**src/rtl/calc_op_sequencer.sv**
```systemverilog
// calc_op_sequencer
// Multi-cycle sign-magnitude arithmetic sequencer for the keypad calculator.
// A start pulse latches two sign-magnitude operands and an operator code.
// The block then runs add/sub in one pass, multiply by LSB-first shift-add,
// or divide by MSB-first restoring division, and pulses done with the result.
//
// Optional feature: define CALC_SEQ_DIV_EN to build the divider and the
// remainder output. Without it, op 011 is invalid and remainder is tied to 0.
//
// Ports:
//   clk, reset_n       clock, asynchronous active-low reset
//   start, clear       request pulse (ignored while busy), synchronous abort
//   op_a_mag/op_a_sign operand A (sign 1 = negative)
//   op_b_mag/op_b_sign operand B
//   operator           000 add, 001 sub, 010 mul, 011 div, others invalid
//   busy, done         operation in progress, one-cycle completion pulse
//   result_mag/_sign   signed result (quotient for divide), sign 0 on zero
//   remainder          divide remainder magnitude, 0 otherwise
//   error              divide by zero or invalid operator
module calc_op_sequencer #(
    parameter int unsigned WIDTH = 8
) (
    input  logic                 clk,
    input  logic                 reset_n,
    input  logic                 start,
    input  logic                 clear,
    input  logic [WIDTH-1:0]     op_a_mag,
    input  logic                 op_a_sign,
    input  logic [WIDTH-1:0]     op_b_mag,
    input  logic                 op_b_sign,
    input  logic [2:0]           operator,
    output logic                 busy,
    output logic                 done,
    output logic [2*WIDTH-1:0]   result_mag,
    output logic                 result_sign,
    output logic [WIDTH-1:0]     remainder,
    output logic                 error
);
    localparam int unsigned CW = $clog2(WIDTH) + 1;
    localparam logic [CW-1:0] LAST = CW'(WIDTH - 1);
    localparam logic [2:0] OP_ADD = 3'b000;
    localparam logic [2:0] OP_SUB = 3'b001;
    localparam logic [2:0] OP_MUL = 3'b010;
`ifdef CALC_SEQ_DIV_EN
    localparam logic [2:0] OP_DIV = 3'b011;
`endif

    typedef enum logic [1:0] {
        S_IDLE,
        S_ADDSUB,
        S_MUL
`ifdef CALC_SEQ_DIV_EN
        , S_DIV
`endif
    } state_t;

    state_t state, state_next, start_target;
    logic start_err;

    // a_reg: A magnitude for add/sub, dividend/quotient shift register for divide.
    // b_reg: B magnitude; shifted right as the multiplier during multiply.
    logic [WIDTH-1:0]   a_reg, b_reg;
    logic               a_sgn, b_sgn, err_mode;
    logic [2*WIDTH-1:0] mcand, acc, acc_next;
    logic [CW-1:0]      cnt;
    logic               last_iter;
    logic [WIDTH:0]     as_mag;
    logic               as_sign, mul_sign;
`ifdef CALC_SEQ_DIV_EN
    logic [WIDTH-1:0]   rem_reg, rem_next, q_next;
    logic [WIDTH:0]     div_shift;
    logic               div_ge, div_sign;
`endif

    // Operator decode at start; errors are finished through the ADDSUB pass.
    always_comb begin
        start_err    = 1'b1;
        start_target = S_ADDSUB;
        case (operator)
            OP_ADD, OP_SUB: start_err = 1'b0;
            OP_MUL: begin
                start_err    = 1'b0;
                start_target = S_MUL;
            end
`ifdef CALC_SEQ_DIV_EN
            OP_DIV: if (op_b_mag != '0) begin
                start_err    = 1'b0;
                start_target = S_DIV;
            end
`endif
            default: ;
        endcase
    end

    // State register
    always_ff @(posedge clk or negedge reset_n) begin
        if (!reset_n) state <= S_IDLE;
        else          state <= state_next;
    end

    // Next-state logic
    assign last_iter = (cnt == LAST);

    always_comb begin
        state_next = state;
        if (clear) begin
            state_next = S_IDLE;
        end else begin
            case (state)
                S_IDLE:   if (start) state_next = start_target;
                S_ADDSUB: state_next = S_IDLE;
                S_MUL:    if (last_iter) state_next = S_IDLE;
`ifdef CALC_SEQ_DIV_EN
                S_DIV:    if (last_iter) state_next = S_IDLE;
`endif
                default:  state_next = S_IDLE;
            endcase
        end
    end

    // Output logic
    always_comb begin
        busy = (state != S_IDLE);
    end

    // Sign-magnitude add/sub; b_sgn already carries the subtract inversion.
    always_comb begin
        as_mag  = '0;
        as_sign = 1'b0;
        if (a_sgn == b_sgn) begin
            as_mag  = {1'b0, a_reg} + {1'b0, b_reg};
            as_sign = a_sgn;
        end else if (a_reg > b_reg) begin
            as_mag  = {1'b0, a_reg - b_reg};
            as_sign = a_sgn;
        end else if (b_reg > a_reg) begin
            as_mag  = {1'b0, b_reg - a_reg};
            as_sign = b_sgn;
        end
        if (as_mag == '0) as_sign = 1'b0;
    end

    // One shift-add step: mcand holds A << cnt, b_reg holds B >> cnt.
    always_comb begin
        acc_next = acc + (b_reg[0] ? mcand : '0);
        mul_sign = (a_sgn ^ b_sgn) && (acc_next != '0);
    end

`ifdef CALC_SEQ_DIV_EN
    // One restoring-division step, next dividend bit shifted in from a_reg.
    always_comb begin
        div_shift = {rem_reg, a_reg[WIDTH-1]};
        div_ge    = (div_shift >= {1'b0, b_reg});
        rem_next  = div_ge ? WIDTH'(div_shift - {1'b0, b_reg}) : div_shift[WIDTH-1:0];
        q_next    = {a_reg[WIDTH-2:0], div_ge};
        div_sign  = (a_sgn ^ b_sgn) && (q_next != '0);
    end

    always_ff @(posedge clk or negedge reset_n) begin
        if (!reset_n) begin
            rem_reg   <= '0;
            remainder <= '0;
        end else if (clear) begin
            remainder <= '0;
        end else if (state == S_IDLE) begin
            if (start) rem_reg <= '0;
        end else if (state == S_DIV) begin
            rem_reg <= rem_next;
            if (last_iter) remainder <= rem_next;
        end else if (state == S_ADDSUB || last_iter) begin
            remainder <= '0;
        end
    end
`else
    assign remainder = '0;
`endif

    // Datapath and registered results
    always_ff @(posedge clk or negedge reset_n) begin
        if (!reset_n) begin
            a_reg       <= '0;
            b_reg       <= '0;
            a_sgn       <= 1'b0;
            b_sgn       <= 1'b0;
            err_mode    <= 1'b0;
            mcand       <= '0;
            acc         <= '0;
            cnt         <= '0;
            done        <= 1'b0;
            result_mag  <= '0;
            result_sign <= 1'b0;
            error       <= 1'b0;
        end else begin
            done <= 1'b0;
            if (clear) begin
                result_mag  <= '0;
                result_sign <= 1'b0;
                error       <= 1'b0;
            end else begin
                case (state)
                    S_IDLE: if (start) begin
                        a_reg    <= op_a_mag;
                        b_reg    <= op_b_mag;
                        a_sgn    <= op_a_sign;
                        b_sgn    <= op_b_sign ^ (operator == OP_SUB);
                        err_mode <= start_err;
                        mcand    <= (2*WIDTH)'(op_a_mag);
                        acc      <= '0;
                        cnt      <= '0;
                        error    <= 1'b0;
                    end
                    S_ADDSUB: begin
                        done        <= 1'b1;
                        result_mag  <= err_mode ? '0 : (2*WIDTH)'(as_mag);
                        result_sign <= err_mode ? 1'b0 : as_sign;
                        error       <= err_mode;
                    end
                    S_MUL: begin
                        acc   <= acc_next;
                        mcand <= mcand << 1;
                        b_reg <= b_reg >> 1;
                        cnt   <= cnt + CW'(1);
                        if (last_iter) begin
                            done        <= 1'b1;
                            result_mag  <= acc_next;
                            result_sign <= mul_sign;
                            error       <= 1'b0;
                        end
                    end
`ifdef CALC_SEQ_DIV_EN
                    S_DIV: begin
                        a_reg <= q_next;
                        cnt   <= cnt + CW'(1);
                        if (last_iter) begin
                            done        <= 1'b1;
                            result_mag  <= (2*WIDTH)'(q_next);
                            result_sign <= div_sign;
                            error       <= 1'b0;
                        end
                    end
`endif
                    default: ;
                endcase
            end
        end
    end

endmodule

```
**config.mk**
```make
export PLATFORM = sky130hd
export DESIGN_NAME = calc_op_sequencer
export DESIGN_NICKNAME = d
export VERILOG_FILES = /design/src/rtl/calc_op_sequencer.sv
export SDC_FILE = /design/constraint.sdc
export NUM_CORES = 1
export LEC_CHECK = 0
export CAP_MARGIN = 20
export CORE_ASPECT_RATIO = 0.9
export CORE_MARGIN = 2
export CORE_UTILIZATION = 51
export DETAILED_ROUTE_END_ITERATION = 12
export PLACE_DENSITY = 0.81
export SETUP_SLACK_MARGIN = 0.3
export SLEW_MARGIN = 15
export SYNTH_ARGS = -nofsm -noshare
export SYNTH_HDL_FRONTEND = slang
export SYNTH_SLANG_ARGS = --single-unit
```
**constraint.sdc**
```tcl
create_clock -name clk -period 8.7 [get_ports clk]
set_clock_uncertainty 0.1 [all_clocks]
set_input_delay 1.74 -clock clk [delete_from_list [all_inputs] [get_ports clk]]
set_output_delay 1.74 -clock clk [all_outputs]
set_load 0.005 [all_outputs]
```
==> run_results.csv, run 1 <==
group,metric,value,unit
run_status,status,"complete, but fails checks",
run_status,violations,"design-rule violations",
die,num_rows,35,
clocking,cts_hold_buf,0,
die,core,10330,um^2
clocking,htree_levels,3,
route,ant_nets,0,
die,initial_core_util,0.5277,
synth,ys_top_cells_by_area,"dfrtp_1 35%, ha_1 9.9%, nand2_1 6.4%",
pwr,peakVddDrop,130.8,uV
synth,mappedNetlistArea,5454,um^2
critical_path,crit_chain,"and2_1, ha_1, and2_4, a221o_1, or2_1, a311oi_1, o211ai_1, or4_1, nand4bb_1, a32o_1",
finish,drive_above_1_share,0.06687,
critical_path,path_class,"reg -> reg",
synth,synthCells,627,
die,chipHeight,102.1,um
worst_hold_path,min_path_cells,2,
global_route,grt_max_degree,83,
timing,fin_tns_setup,0,ns
timing,rsz0062_at_grt,"no",
worst_hold_path,hp-class,"reg -> reg",
route,drc,4,
critical_path,cp_slowest_stage_delay,0.72,ns
run,drv_cap,0,
critical_path,path_depth,10,
synth,synth-edff-count,0,
synth,synthDistinctLibCells,64,
clocking,clock_path_buffers,2,
timing,hold_viol,0,
global_route,grt_remaining_overflow,0,
critical_path,worstPathRequired,8.83,ns
place,port-buffer-count,44,
global_route,antenna_found_initial,0,
synth,synth_top_area_cell,"dfrtp_1",
finish,antennaDiodeCount,0,
critical_path,critPathSlowestCell,"dfrtp_1",
timing,worst_slew_pin_slew,1.002,ns
pwr,power_density,249.7,nW/um^2
finish,top_regs,"acc: 16 flops, mcand: 16 flops, result_mag: 16 flops",
critical_path,crit_path_end_kind,"flop",
route,vias,4719,
critical_path,startpoint_type,"flop",
die,die_x,113.0,um
clocking,clock_tree.root_cell,"clkbuf_16",
place,routabilityCongestion,0.9436,
synth,synth_ff_type,"dfrtp_1",
synth,synth_common_cells,"93 x nand2_1, 76 x dfrtp_1, 61 x o21ai_0, 43 x ha_1, 36 x inv_1",
critical_path,cp.arrival,4.20,ns
critical_path,r2r_cells,10,
clocking,path_clk_slew,0.06,ns
clocking,post_cts_resized,0,
timing,fin_crit,4.066,ns
route,wire_per_inst,18.04,um
clocking,cts_buffers,9,
pwr,leakage,2.821,nW
finish,nFillCells,880,
finish,area_growth,13.95,%
place,hpwl,10.49,mm
clocking,cts_tree,"yes",
clocking,cts_sinks,76,
global_route,grt_pass1_wl,23.16,mm
timing,setup_viol,0,
critical_path,crit_fanout,20,
timing,period_share,0.4673,
route,firstDrtPassIters,9,
finish,post-route-util,0.6013,
global_route,grt_pass1_vias,4411,
route,wl,14.19,mm
synth,ys_ff_latch,76,
timing,clock.fmax,0.2460,GHz
die,io_pins,53,
critical_path,path_buf_inv,0,
clocking,clock_latency,0.34,ns
synth,yosysWarnings,0,
synth,synth_top_area_frac,0.3487,
finish,nNetsFinal,725,
route,via_per_inst,5.996,
timing,relSlewSlack,0.3298,
synth,yosysMostFrequentCell,"nand2_1",
synth,synthArstFlopShare,1.000,
global_route,grt.total_usage,0.2553,
timing,drv_slew,0,
synth,synth_seq_area_share,0.3487,
clocking,post_cts_buffers,0,
critical_path,cp_top_family,"compound AO/OA/AOI/OAI gates",
die,die_area,11540,um^2
synth,syn_avg_cell_area,8.699,um^2
route,drtIter0Drc,369,
-- area by class of cell --
| class | count | area, um^2 | area share |
|---|---|---|---|
| Sequential cell | 76 | 1902 | 0.3060 |
| Tap cell | 129 | 161.4 | 0.02597 |
| Multi-Input combinational cell | 483 | 3253 | 0.5235 |
| Clock inverter | 5 | 60.06 | 0.009664 |
| Timing Repair Buffer | 47 | 460.4 | 0.07409 |
| Inverter | 36 | 135.1 | 0.02174 |
| Clock buffer | 11 | 242.7 | 0.03906 |
-- layer usage --
layer | up-vias | routed length, um | track usage
met2 | 160 | 6535 | 0.4187
li1 | 2271 | - | -
met4 | 0 | 145 | 0.05253
met3 | 13 | 887 | 0.04686
met5 | - | 0 | 0
met1 | 2275 | 6626 | 0.3589
-- through the flow --
stage	std cells	setup WS [ns]	instance area, um^2	power (mW)	hold WS, ns
global placement	771	4.352	5908	1.129	0.3691
floorplan	634	5.393	5480	0.9365	0.3502
finish	787	4.634	6215	1.552	0.3809
CTS	787	4.594	6211	1.542	0.3889
detailed placement	771	4.236	5908	1.151	0.3752
global route	787	4.465	6215	1.649	0.4200
-- worst min-delay path, cell delays in order, from the launching register on --
cell	delay [ns]
dfrtp_1	0.34
nand2_1	0.04
o21ai_0	0.06
-- path summary, 6_finish.rpt --
check | from | end | slack [ns]
max | b_reg[0] | result_sign | 4.63
min | result_mag[12] | result_mag[12] | 0.38
max reg2reg | b_reg[0] | result_sign | 4.63
min reg2reg | result_mag[12] | result_mag[12] | 0.38
max in group asynchronous | reset_n | result_mag[6] | 6.43
min in group asynchronous | reset_n | acc[3] | 1.43
-- cells by family (layout without fill, tap and decap cells) --
kind of cell | count (synthesis) | in the layout | synth area share
fa+ha+maj | 47 | 47 | 0.1133
compound gates | 180 | 180 | 0.2173
buf+inv | 75 | 99 | 0.06148
other cells | 1 | 8 | 0.0006876
mux | 25 | 25 | 0.04818
xor+xnor | 16 | 16 | 0.02569
flops | 76 | 76 | 0.3487
simple gates | 207 | 207 | 0.1847
-- report_power, final --
| part | internal [mW] | switching, mW | total (mW) |
|---|---|---|---|
| logic | 0.282 | 0.409 | 0.691 |
| clock network | 0.231 | 0.157 | 0.388 |
| registers | 0.406 | 0.0668 | 0.473 |
-- cells in the final DEF (no fill, tap or decap), types with 7 or more instances in the layout --
master           instances
o211ai_1                12
clkbuf_16                9
a21oi_1                 31
mux2i_1                 15
o21ai_0                 61
a22o_1                  12
nand2_1                 93
dfrtp_1                 76
nor2_1                  24
and2_1                  19
conb_1                   8
nor3_1                  10
and3_1                   7
xnor2_1                 10
ha_1                    43
nand3_1                 12
mux2_2                  10
inv_1                   36
clkdlybuf4s50_1         43
Power figures use the tool's default switching activity.
==> run 2: changes to the inputs <==
==> constraint.sdc (replaced) <==
create_clock -name clk -period 4 [get_ports clk]
set_clock_uncertainty 0.1 [all_clocks]
set_input_delay 0.8 -clock clk [delete_from_list [all_inputs] [get_ports clk]]
set_output_delay 0.8 -clock clk [all_outputs]
set_load 0.005 [all_outputs]
==> run 2 against run 1 <==
  * The flow still finishes with violations (design-rule violations)
  * Flip-flop and latch count did not move
  * Cell area up 1.1%
  * First-iteration DRC count up 9.8%
  * Non-clock buffer count is 5 higher
  * Maximum frequency increased by 16%
  * Register-to-register slack worse by 4.1 ns
  * Hold slack improved by 0.0038 ns
  * Critical path type unchanged
  * Largest power group unchanged
==> run_results.csv, run 2 (synthesized netlist as in run 1, its figures left out) <==
group,metric,value,unit
timing,drv_slew,0,
finish,mostFrequentLayoutCells,"93 x nand2_1, 75 x dfrtp_1, 61 x o21ai_0",
route,drc,3,
critical_path,worstPathRequired,4.14,ns
timing,period_share,0.8744,
die,die_x,113.0,um
critical_path,path_class,"reg -> reg",
critical_path,critPathLaunch,"b_reg[0]",
timing,setup_viol,0,
worst_hold_path,hp-class,"reg -> reg",
route,wl,14.37,mm
pwr,peakVddDrop,313.6,uV
die,num_rows,35,
die,chipHeight,102.1,um
run,drv_cap,0,
critical_path,critPathSlowestCell,"or4_1",
clocking,cts_buffers,9,
place,routabilityCongestion,0.9504,
finish,post-route-cell-area,6282,um^2
route,ant_nets,0,
pwr,power_density,544.7,nW/um^2
finish,antennaDiodeCount,0,
clocking,htree_levels,3,
run_status,violations,"design-rule violations",
finish,post-route-util,0.6079,
route,wire_per_inst,18.15,um
finish,final_common_cell,"nand2_1",
critical_path,reg2reg_from,"b_reg[0]",
global_route,grt_remaining_overflow,0,
route,drtIter0Drc,405,
global_route,grt_pass1_wl,23.77,mm
critical_path,cp_slowest_stage_delay,0.51,ns
run_status,status,"complete, but fails checks",
clocking,clock_path_buffers,2,
route,firstDrtPassIters,11,
critical_path,critPathCapture,"result_sign",
pwr,p_total,3.422,mW
place,dp_slack,0.4295,ns
critical_path,crit_fanout,9,
global_route,antenna_found_initial,0,
timing,relSlewSlack,0.3562,
clocking,clock_tree.root_cell,"clkbuf_16",
finish,area_growth,15.19,%
die,initial_core_util,0.5277,
die,core,10330,um^2
critical_path,reg2reg_slack,0.50,ns
timing,hold_viol,0,
timing,fin_crit,3.498,ns
place,postPlaceCellArea,5946,um^2
global_route,grt_max_degree,77,
critical_path,worst_r2r_endpoint,"result_sign",
pwr,leakage,2.868,nW
global_route,grt.total_usage,0.2623,
timing,fin_ws,0.5024,ns
clocking,post_cts_buffers,0,
finish,drive_above_1_share,0.08145,
finish,nNetsFinal,730,
critical_path,cp.arrival,3.63,ns
place,hpwl,10.68,mm
place,port-buffer-count,44,
die,die_area,11540,um^2
clocking,path_clk_slew,0.07,ns
finish,top_regs,"acc: 16 flops, mcand: 16 flops, result_mag: 16 flops",
critical_path,startpoint_type,"flop",
clocking,cts_hold_buf,0,
critical_path,crit_path_end_kind,"flop",
clocking,clock_latency,0.35,ns
critical_path,r2r_cells,11,
timing,worst_slew_pin_slew,0.9658,ns
timing,fin_tns_setup,0,ns
die,io_pins,53,
timing,rsz0062_at_grt,"no",
route,vias,4844,
route,via_per_inst,6.116,
timing,clock.fmax,0.2859,GHz
clocking,cts_sinks,76,
clocking,cts_tree,"yes",
global_route,grt_pass1_vias,4636,
critical_path,crit_chain,"and2_1, ha_1, fa_1, a21oi_1, o2111ai_2, o21a_1, o41ai_2, xnor2_1, or4_1, nand4bb_1, a32o_1",
==> run 2: cell type report <==
| cell class | count | area, um^2 |
|---|---|---|
| repair buffers | 52 | 498.0 |
| fillers | 901 | 4053 |
| inverters | 36 | 135.1 |
| flip-flops and latches | 76 | 1903 |
| multi-input cells | 483 | 3269 |
| clock inverters | 7 | 90.09 |
| well taps | 129 | 161.4 |
| clock buffers | 9 | 225.2 |
==> run 2: through the flow <==
stage,std cells,hold WS [ns]
final,792,0.3847
after global routing,792,0.4147
after CTS,792,0.3895
after detailed placement,776,0.3742
after global placement,776,0.3690
after floorplan,634,0.3502
==> run 2: routing by layer <==
metal | GRT usage | vias to the layer above | share of wire
li1 | - | 2290 | -
met1 | 0.3730 | 2352 | 0.46
met2 | 0.4136 | 179 | 0.46
met3 | 0.05042 | 23 | 0.065
met4 | 0.07317 | 0 | 0.020
met5 | 0 | - | 0
==> run 2: power by group <==
part           total [mW]  switching (mW)  internal [mW]
logic                1.53           0.903          0.623
clock network       0.878           0.376          0.502
registers            1.02           0.133          0.884
total                3.42            1.41           2.01
==> run 2: worst min-delay path by stage <==
stage / slack (ns) / to / from / cells after the start
after floorplan: 0.35 / mcand[15] / mcand[15] / 2
after global placement: 0.37 / result_mag[0] / result_mag[0] / 2
after detailed placement: 0.37 / result_mag[12] / result_mag[12] / 2
after CTS: 0.39 / result_mag[12] / result_mag[12] / 2
after global routing: 0.41 / result_mag[12] / result_mag[12] / 2
final: 0.38 / result_mag[12] / result_mag[12] / 2
==> run 2: timing repair <==
item | CTS | global route
endpoints found under the setup margin | 0 | 1
gates resized for setup | 0 | 4
endpoints found under the hold margin | 0 | 0
==> run 2: worst max-delay path, delay by kind of cell, from the launching register on <==
family                     cells  cell delay (ns)
xor gates and xnor gates       1             0.15
adders and majority gates      2             0.64
and+or+nand+nor                3             0.86
AOI/OAI and AO/OA              5             1.16
DFF                            1             0.46
